==> src/rtl/branch_resolve_ctrl_if.sv <==
// Decode/fetch-facing handshake bundle for the branch resolution controller.
// Latency: none, wires only.
// Backpressure: carries br_ready and redir_ready; the slave modport is the controller side.
interface branch_resolve_ctrl_if #(
    parameter int PC_W = 32
);
    logic            br_valid;
    logic            br_ready;
    logic [3:0]      br_op;
    logic [PC_W-1:0] br_target;
    logic            op_ready;
    logic            cmp_ne;
    logic [3:0]      cmp_sign;
    logic            ds_issued;
    logic            id_stall;
    logic            redir_valid;
    logic            redir_ready;
    logic [PC_W-1:0] redir_pc;
    logic            flush;
    logic            ds_kill;

    modport master (
        output br_valid, br_op, br_target, op_ready, cmp_ne, cmp_sign,
               ds_issued, redir_ready, flush,
        input  br_ready, id_stall, redir_valid, redir_pc, ds_kill
    );

    modport slave (
        input  br_valid, br_op, br_target, op_ready, cmp_ne, cmp_sign,
               ds_issued, redir_ready, flush,
        output br_ready, id_stall, redir_valid, redir_pc, ds_kill
    );
endinterface

==> src/rtl/branch_resolve_ctrl.sv <==
// Decode-stage branch resolver: accept, wait operands, wait delay slot, redirect fetch; BRANCH_LIKELY_EN adds likely ops.
// Latency: resolves 1 cycle after accept with operands ready; redirect offered once the delay slot has issued.
// Backpressure: br_ready only in IDLE, id_stall while operands pend, REDIR held until redir_ready; flush overrides all.
module branch_resolve_ctrl #(
    parameter int PC_W  = 32,
    parameter int CNT_W = 16
) (
    input  logic                 clk,
    input  logic                 resetn,
    branch_resolve_ctrl_if.slave bus,
    output logic [CNT_W-1:0]     taken_cnt
);

    typedef enum logic [1:0] {
        IDLE    = 2'd0,
        WAIT_OP = 2'd1,
        WAIT_DS = 2'd2,
        REDIR   = 2'd3
    } state_t;

    typedef struct packed {
        logic [3:0]      op;
        logic [PC_W-1:0] target;
    } br_req_t;

    state_t           state_q;
    state_t           state_d;
    br_req_t          req_q;
    logic             ds_seen_q;
    logic [CNT_W-1:0] cnt_q;
    logic             accept_vld;
    logic             resolve_vld;
    logic             taken;
`ifdef BRANCH_LIKELY_EN
    logic             likely_op;
    logic             ds_kill_q;
`endif

    // Condition decode runs off the latched op and the live comparator outputs.
    always_comb begin
        taken = 1'b0;
`ifdef BRANCH_LIKELY_EN
        likely_op = 1'b0;
`endif
        case (req_q.op)
            4'd0:    taken = ~bus.cmp_ne;
            4'd1:    taken = bus.cmp_ne;
            4'd2:    taken = bus.cmp_sign[3];
            4'd3:    taken = bus.cmp_sign[2];
            4'd4:    taken = bus.cmp_sign[1];
            4'd5:    taken = bus.cmp_sign[0];
            4'd6:    taken = 1'b1;
            4'd7:    taken = 1'b1;
`ifdef BRANCH_LIKELY_EN
            4'd8:    begin taken = ~bus.cmp_ne;      likely_op = 1'b1; end
            4'd9:    begin taken = bus.cmp_ne;       likely_op = 1'b1; end
            4'd10:   begin taken = bus.cmp_sign[3];  likely_op = 1'b1; end
            4'd11:   begin taken = bus.cmp_sign[2];  likely_op = 1'b1; end
`endif
            default: taken = 1'b0;
        endcase
    end

    assign accept_vld  = (state_q == IDLE) && bus.br_valid && !bus.flush;
    assign resolve_vld = (state_q == WAIT_OP) && bus.op_ready && !bus.flush;

    always_comb begin
        state_d = state_q;
        if (bus.flush) begin
            state_d = IDLE;
        end else begin
            case (state_q)
                IDLE:    if (bus.br_valid) state_d = WAIT_OP;
                WAIT_OP: if (bus.op_ready) state_d = taken ? WAIT_DS : IDLE;
                WAIT_DS: if (bus.ds_issued || ds_seen_q) state_d = REDIR;
                REDIR:   if (bus.redir_ready) state_d = IDLE;
                default: state_d = IDLE;
            endcase
        end
    end

    always_ff @(posedge clk or negedge resetn) begin
        if (!resetn) begin
            state_q   <= IDLE;
            req_q     <= '0;
            ds_seen_q <= 1'b0;
            cnt_q     <= '0;
        end else begin
            state_q <= state_d;
            if (accept_vld) begin
                req_q <= '{op: bus.br_op, target: bus.br_target};
            end
            if (bus.flush || accept_vld) begin
                ds_seen_q <= 1'b0;
            end else if (state_q != IDLE && bus.ds_issued) begin
                ds_seen_q <= 1'b1;
            end
            if (resolve_vld && taken && cnt_q != '1) begin
                cnt_q <= cnt_q + CNT_W'(1);
            end
        end
    end

`ifdef BRANCH_LIKELY_EN
    // A not-taken likely branch annuls its delay slot in the cycle after resolution.
    always_ff @(posedge clk or negedge resetn) begin
        if (!resetn) begin
            ds_kill_q <= 1'b0;
        end else begin
            ds_kill_q <= resolve_vld && likely_op && !taken;
        end
    end
    assign bus.ds_kill = ds_kill_q;
`else
    assign bus.ds_kill = 1'b0;
`endif

    assign bus.br_ready    = (state_q == IDLE) && !bus.flush;
    assign bus.id_stall    = (state_q == WAIT_OP) && !bus.op_ready;
    assign bus.redir_valid = (state_q == REDIR);
    assign bus.redir_pc    = req_q.target;
    assign taken_cnt       = cnt_q;

endmodule
==> src/flat_wrapper.sv <==
// flat-port wrapper written by rule: the top's interface ports become plain ports
module branch_resolve_ctrl_flat 
#(
    parameter int PC_W  = 32,
    parameter int CNT_W = 16
)
  (clk, resetn, taken_cnt, bus_br_valid, bus_br_op, bus_br_target, bus_op_ready, bus_cmp_ne, bus_cmp_sign, bus_ds_issued, bus_redir_ready, bus_flush, bus_br_ready, bus_id_stall, bus_redir_valid, bus_redir_pc, bus_ds_kill);
  branch_resolve_ctrl_if #(.PC_W(PC_W)) bus_i ();
  input  logic clk;
  input  logic resetn;
  output logic [CNT_W-1:0] taken_cnt;
  input wire logic [$bits(bus_i.br_valid)-1:0] bus_br_valid;
  input wire logic [$bits(bus_i.br_op)-1:0] bus_br_op;
  input wire logic [$bits(bus_i.br_target)-1:0] bus_br_target;
  input wire logic [$bits(bus_i.op_ready)-1:0] bus_op_ready;
  input wire logic [$bits(bus_i.cmp_ne)-1:0] bus_cmp_ne;
  input wire logic [$bits(bus_i.cmp_sign)-1:0] bus_cmp_sign;
  input wire logic [$bits(bus_i.ds_issued)-1:0] bus_ds_issued;
  input wire logic [$bits(bus_i.redir_ready)-1:0] bus_redir_ready;
  input wire logic [$bits(bus_i.flush)-1:0] bus_flush;
  output wire logic [$bits(bus_i.br_ready)-1:0] bus_br_ready;
  output wire logic [$bits(bus_i.id_stall)-1:0] bus_id_stall;
  output wire logic [$bits(bus_i.redir_valid)-1:0] bus_redir_valid;
  output wire logic [$bits(bus_i.redir_pc)-1:0] bus_redir_pc;
  output wire logic [$bits(bus_i.ds_kill)-1:0] bus_ds_kill;
  assign bus_i.br_valid = bus_br_valid;
  assign bus_i.br_op = bus_br_op;
  assign bus_i.br_target = bus_br_target;
  assign bus_i.op_ready = bus_op_ready;
  assign bus_i.cmp_ne = bus_cmp_ne;
  assign bus_i.cmp_sign = bus_cmp_sign;
  assign bus_i.ds_issued = bus_ds_issued;
  assign bus_i.redir_ready = bus_redir_ready;
  assign bus_i.flush = bus_flush;
  assign bus_br_ready = bus_i.br_ready;
  assign bus_id_stall = bus_i.id_stall;
  assign bus_redir_valid = bus_i.redir_valid;
  assign bus_redir_pc = bus_i.redir_pc;
  assign bus_ds_kill = bus_i.ds_kill;
  branch_resolve_ctrl #(.PC_W(PC_W), .CNT_W(CNT_W)) u_core (.clk(clk), .resetn(resetn), .bus(bus_i), .taken_cnt(taken_cnt));
endmodule
==> config.mk <==
export PLATFORM = sky130hd
export DESIGN_NAME = branch_resolve_ctrl_flat
export DESIGN_NICKNAME = d
export VERILOG_FILES = /design/src/rtl/branch_resolve_ctrl_if.sv /design/src/rtl/branch_resolve_ctrl.sv /design/src/flat_wrapper.sv
export SDC_FILE = /design/constraint.sdc
export NUM_CORES = 1
export LEC_CHECK = 0
export ABC_AREA = 0
export CORE_AREA = 2 2 69 71
export CTS_CLUSTER_SIZE = 12
export DETAILED_ROUTE_END_ITERATION = 12
export DIE_AREA = 0 0 71 73
export DONT_BUFFER_PORTS = 1
export GPL_TIMING_DRIVEN = 0
export PLACE_DENSITY = 0.78
export RECOVER_POWER = 50
export SLEW_MARGIN = 5
export SYNTH_ARGS = -nofsm -noshare
export SYNTH_HDL_FRONTEND = slang
export SYNTH_SLANG_ARGS = --single-unit
==> constraint.sdc <==
create_clock -name clk -period 2.3 [get_ports clk]
set_input_delay 0.69 -clock clk [delete_from_list [all_inputs] [get_ports clk]]
set_output_delay 0.69 -clock clk [all_outputs]
set_load 0.005 [all_outputs]
==> impl_results.md, run 1 <==
- Die ar.: 5180 um^2
- Final Critical Period: 1980 ps
- Clk Latency, worst-skew pair: 300 ps
- Via Count: 1543
- TNS Setup: 0 ps
- Vias per Instance: 5.61
- Post-CTS setup buffers: 0
- I/O pin count: 100
- Ant diodes: 0
- Post-Synthesis Cells: 215
- Crit start category: flip-flop
- Multi-input logic area: 956 um^2
- Worst min path class: input pin to asynchronous set/reset pin
- Hold_buf cts: 0
- DRC: 0
- Width of the die: 71 um
- Most frequent cells in the layout: dfrtp_1 (55), mux2_2 (36), buf_4 (26)
- Final net count: 271
- PostCTS Resize Cnt: 0
- Vias in the first global route: 1493
- Site Rows: 25
- Number of routed nets with antenna violations: 0
- Mapped Area: 2630 um^2
- Worst Tran Pin Value: 786 ps
- First-pass GRT wire length: 6950 um
- Routed WL: 4340 um
- Final instance area: 2770 um^2
- Final worst slack: 321 ps
- YS warnings: 0
- Max cap viols: 0
- H-tree depth: 2
- Clk slew on worst S/H paths: 90 ps
- Most common cell after layout, fill and taps aside: dfrtp_1
- Avg Cell Area, Syn: 12.2 um^2
- RSZ-0062 raised after global routing: false
- Leak Pwr: 1.30 nW
- Post-synth cell types: 34
- Non-Filler Instances: 275
- CTS Buffer Depth: 2
- Worst Clk Skew: 6.82 ps
- Core box area: 4540 um^2
- Mapped Nets: 264
- GRT Util Overall: 17.3%
- Buffers on Ports: 0
- Critical path arrival: 2200 ps
- Crit Path Class: flip-flop to flip-flop
- Final Max Slew Viols: 0
- Outcome: finished, final reports clean
- Slew margin rel.: 47.3%
- Sequential cell area: 1380 um^2
- Fmax: 505 MHz
- PD cells: 785 nW/um^2
- CTS buffer count: 5
- Clk root buf: clkbuf_8
- Post-DP Area: 2700 um^2
- Grt total ovfl: 0
- Initial DRC Count: 52
- Dpl ws: 77.8 ps
- Layout cells sized above 1: 38.9%
- Syn-to-layout area delta: 5.33%
- Yosys reg bits: 55
- Starting Density: 58.0%
- Sequential cell area fraction in the yosys report: 52.3%
- Crit Path Max Fanout: 10
- Drt wl/cell: 15.8 um
- RePlAce Congestion: 0.711
- CTS sink count: 55
- Post-layout util: 61.1%
- CP Data Required Time: 2520 ps
- Worst R2R Path Depth: 6
- Tcrit/Tclk final: 86.0%
- Drt first pass iters: 4
- Final count of hold timing violations: 0
- CTS tree: built
- Initial antenna violation count: 0
- Placed cells: 269
- # setup viols final: 0
- Die height: 73 um
- Setup crit end kind: flip-flop
- Largest net degree at the start of global routing: 56
- Worst VDD drop: 0.396 mV
- Dpl hpwl: 3260 um
- # fillers: 372
layer usage:
| layer | part of all wire [%] | global-route usage (%) | vias to the layer above |
|---|---|---|---|
| met4 | 1.1 | 5.45 | 0 |
| met5 | 0 | 0 | - |
| met2 | 50 | 28.6 | 62 |
| met3 | 8.6 | 5.94 | 5 |
| li1 | - | - | 716 |
| met1 | 40 | 21.6 | 760 |
layout make-up:
type	count	area share (%)
plain buffers	39	10.5
clock buffers	6	2.62
inverters	2	0.271
multi-input cells	119	34.5
flip-flops and latches	55	49.7
well taps	54	2.44
worst paths after layout:
check,from,endpoint,slack (ps)
worst max-delay path,u_core.state_q[1],u_core.taken_cnt[13],320
worst min-delay path,resetn,u_core.state_q[1],80
worst max register to register,u_core.state_q[1],u_core.taken_cnt[13],320
worst min register to register,u_core.bus.redir_pc[18],u_core.bus.redir_pc[18],510
max in group asynchronous,resetn,u_core.taken_cnt[2],2120
min in group clk,bus_flush,u_core.ds_seen_q,440
through the flow:
step                total power [mW]  hold WS [ps]
floorplan                       1.65           394
global placement                1.71           396
detailed placement              1.73           395
CTS                             2.22          60.9
global route                    2.31          47.2
finish                          2.17          80.4
Yosys cell counts:
master	number	area, um^2
a21oi_1	1	5.00
a311oi_1	1	8.76
and2_0	1	6.26
and2_1	2	12.5
and3_1	3	18.8
buf_2	4	20.0
buf_4	33	248
buf_6	2	22.5
conb_1	1	3.75
dfrtp_1	55	1380
ha_1	1	12.5
inv_1	2	7.51
mux2_2	36	405
mux2_4	1	15.0
mux2i_1	1	10.0
mux4_2	1	22.5
nand2_1	8	30.0
nand3_1	6	30.0
nand3b_1	1	7.51
nand4_1	8	50.1
nand4_2	1	12.5
nand4bb_1	1	11.3
nor2_1	13	48.8
nor2b_1	2	12.5
nor2b_4	1	13.8
nor3_1	6	30.0
nor3b_1	2	15.0
o21a_1	1	7.51
o21ai_0	2	10.0
o31ai_1	1	7.51
o31ai_2	1	12.5
or2_2	1	6.26
or4_1	1	7.51
xor2_1	14	123
worst max-delay path: stages (launching register included):
cell	delay, ps
dfrtp_1	460
nand4bb_1	240
a311oi_1	330
o31ai_2	250
buf_6	210
nor3_1	240
xor2_1	170
power breakdown:
part	leakage, nW	switching (mW)	internal [mW]
logic	0.577	0.148	0.309
clock network	0.0371	0.273	0.204
registers	0.685	0.108	1.13
total	1.30	0.529	1.65
state kept, by name, indices dropped and copies added (netlist names):
| register | count |
|---|---|
| u_core.req_q | 4 |
| u_core.state_q | 2 |
| u_core.ds_seen_q | 1 |
| u_core.bus.redir_pc | 32 |
| u_core.taken_cnt | 16 |
logic make-up after synthesis:
group                      count (synthesis)  share of synthesized area (%)
and+or+nand+nor                           57                           11.9
DFF                                       55                           52.3
buffers and inverters                     41                           11.3
muxes                                     39                           17.2
xor gates and xnor gates                  14                           4.66
AOI/OAI and AO/OA                          7                           1.95
adders and majority gates                  1                          0.476
other                                      1                          0.143
Power figures use the tool's default switching activity.
==> run 2, diff against run 1 <==
--- a/config.mk
+++ b/config.mk
@@ -6,6 +6,7 @@
 export NUM_CORES = 1
 export LEC_CHECK = 0
 export ABC_AREA = 0
+export CAP_MARGIN = 5
 export CORE_AREA = 2 2 69 71
 export CTS_CLUSTER_SIZE = 12
 export DETAILED_ROUTE_END_ITERATION = 12
==> results of run 2 <==
No change in the layout: final DEF, timing and power equal those of run 1.
==> run 3, diff against run 2 <==
--- a/config.mk
+++ b/config.mk
@@ -13,7 +13,7 @@
 export DIE_AREA = 0 0 71 73
 export DONT_BUFFER_PORTS = 1
 export GPL_TIMING_DRIVEN = 0
-export PLACE_DENSITY = 0.78
+export PLACE_DENSITY_LB_ADDON = 0.12
 export RECOVER_POWER = 50
 export SLEW_MARGIN = 5
 export SYNTH_ARGS = -nofsm -noshare
==> impl_results.md, run 3 (synthesis gave the netlist of run 1 again) <==
- Outcome: finished, final reports clean
- # setup viols final: 0
- Worst Clk Skew: 9.43 ps
- Width of the die: 71 um
- Crit Path Max Fanout: 10
- Worst Tran Pin Value: 738 ps
- # fillers: 370
- Multi-input logic area: 956 um^2
- Worst VDD drop: 0.445 mV
- Max reg flops: 32
- RSZ-0062 raised after global routing: false
- Initial antenna violation count: 0
- FF-to-FF setup slack: 350 ps
- Most common cell after layout, fill and taps aside: dfrtp_1
- Die ar.: 5180 um^2
- CTS Buffer Depth: 2
- PostCTS Resize Cnt: 0
- Grt total ovfl: 0
- Die height: 73 um
- Drt first pass iters: 4
- Drt wl/cell: 16.7 um
- CP Data Required Time: 2480 ps
- Setup crit end kind: flip-flop
- Worst min path class: input pin to asynchronous set/reset pin
- Critical path arrival: 2140 ps
- Buffers on Ports: 0
- Ant diodes: 0
- Routed WL: 4610 um
- Layout cells sized above 1: 39.6%
- Hold_buf cts: 0
- TNS Setup: 0 ps
- Number of routed nets with antenna violations: 0
- Crit start category: flip-flop
- Site Rows: 25
- CTS sink count: 55
- Via Count: 1567
- Slew margin rel.: 50.5%
- Sequential cell area: 1380 um^2
- Clk root buf: clkbuf_8
- Tcrit/Tclk final: 84.9%
- Syn-to-layout area delta: 5.90%
- Vias in the first global route: 1503
- H-tree depth: 2
- Vias per Instance: 5.68
- Most frequent cells in the layout: dfrtp_1 (55), mux2_2 (36), buf_4 (26)
- Final Critical Period: 1950 ps
- First-pass GRT wire length: 7180 um
- RePlAce Congestion: 0.741
- Post-CTS setup buffers: 0
- Crit Path Class: flip-flop to flip-flop
- Core box area: 4540 um^2
- Worst R2R Path Depth: 5
- PD cells: 796 nW/um^2
- Hold slack: 74.4 ps
- I/O pin count: 100
- Leak Pwr: 1.31 nW
- DRC: 0
- Final Max Slew Viols: 0
- Clk Latency, worst-skew pair: 300 ps
- CTS buffer count: 5
- Fmax: 512 MHz
- Clk slew on worst S/H paths: 90 ps
- Final count of hold timing violations: 0
- CTS tree: built
- Starting Density: 58.0%
- Dpl hpwl: 3500 um
- Final net count: 271
- Largest net degree at the start of global routing: 56
- Max cap viols: 0
- Initial DRC Count: 58
- GRT Util Overall: 17.8%
run 3: cell count changes in the layout (fill, tap and decap cells not counted), sizes merged:
cell and change:
clkinv +1
run 3: critical path, cell delays in order (launching register included):
cell     delay (ps)
dfrtp_1         470
nor3_1          290
and2_1          170
buf_2           230
buf_2           290
mux2_2          370
run 3: metal layers:
| metal | GRT usage [%] | wire (um) | share of wire [%] | vias to the layer above |
|---|---|---|---|---|
| met3 | 5.11 | 370 | 8.0 | 15 |
| met2 | 28.8 | 2270 | 49 | 88 |
| met1 | 22.0 | 1850 | 40 | 752 |
| met4 | 9.22 | 118 | 2.6 | 0 |
| li1 | - | - | - | 712 |
| met5 | 0 | 0 | 0 | - |
run 3: area by class of cell:
class                   instances  area share (%)
plain buffers                  39            10.4
clock buffers                   6            2.96
clock inverters                 1           0.180
inverters                       2           0.270
multi-input cells             119            34.3
flip-flops and latches         55            49.4
well taps                      54            2.43
run 3: per-stage QoR:
stage               worst slack [ps]  utilization [%]  power [mW]  cells  instance area, um^2
floorplan                        326                -        1.65    215                 2630
global placement                93.2             59.5        1.71    269                 2700
detailed placement              88.6             59.5        1.74    269                 2700
CTS                              333             61.4        2.26    276                 2790
global route                     239             61.4        2.34    276                 2790
finish                           348             61.4        2.22    276                 2790
run 3: final timing paths:
kind                                        start                 endpoint
hold / removal                             resetn        u_core.state_q[1]
min in group clk                        bus_flush        u_core.state_q[0]
max in group asynchronous                  resetn     u_core.taken_cnt[14]
hold reg to reg            u_core.bus.redir_pc[3]   u_core.bus.redir_pc[3]
setup / recovery                u_core.state_q[0]  u_core.bus.redir_pc[13]
setup reg to reg                u_core.state_q[0]  u_core.bus.redir_pc[13]
run 3: report_power, final:
| part | switching (mW) | internal [mW] | total [mW] |
|---|---|---|---|
| clock | 0.277 | 0.237 | 0.514 |
| combinational | 0.149 | 0.308 | 0.457 |
| sequential | 0.114 | 1.13 | 1.25 |
| total | 0.540 | 1.68 | 2.22 |
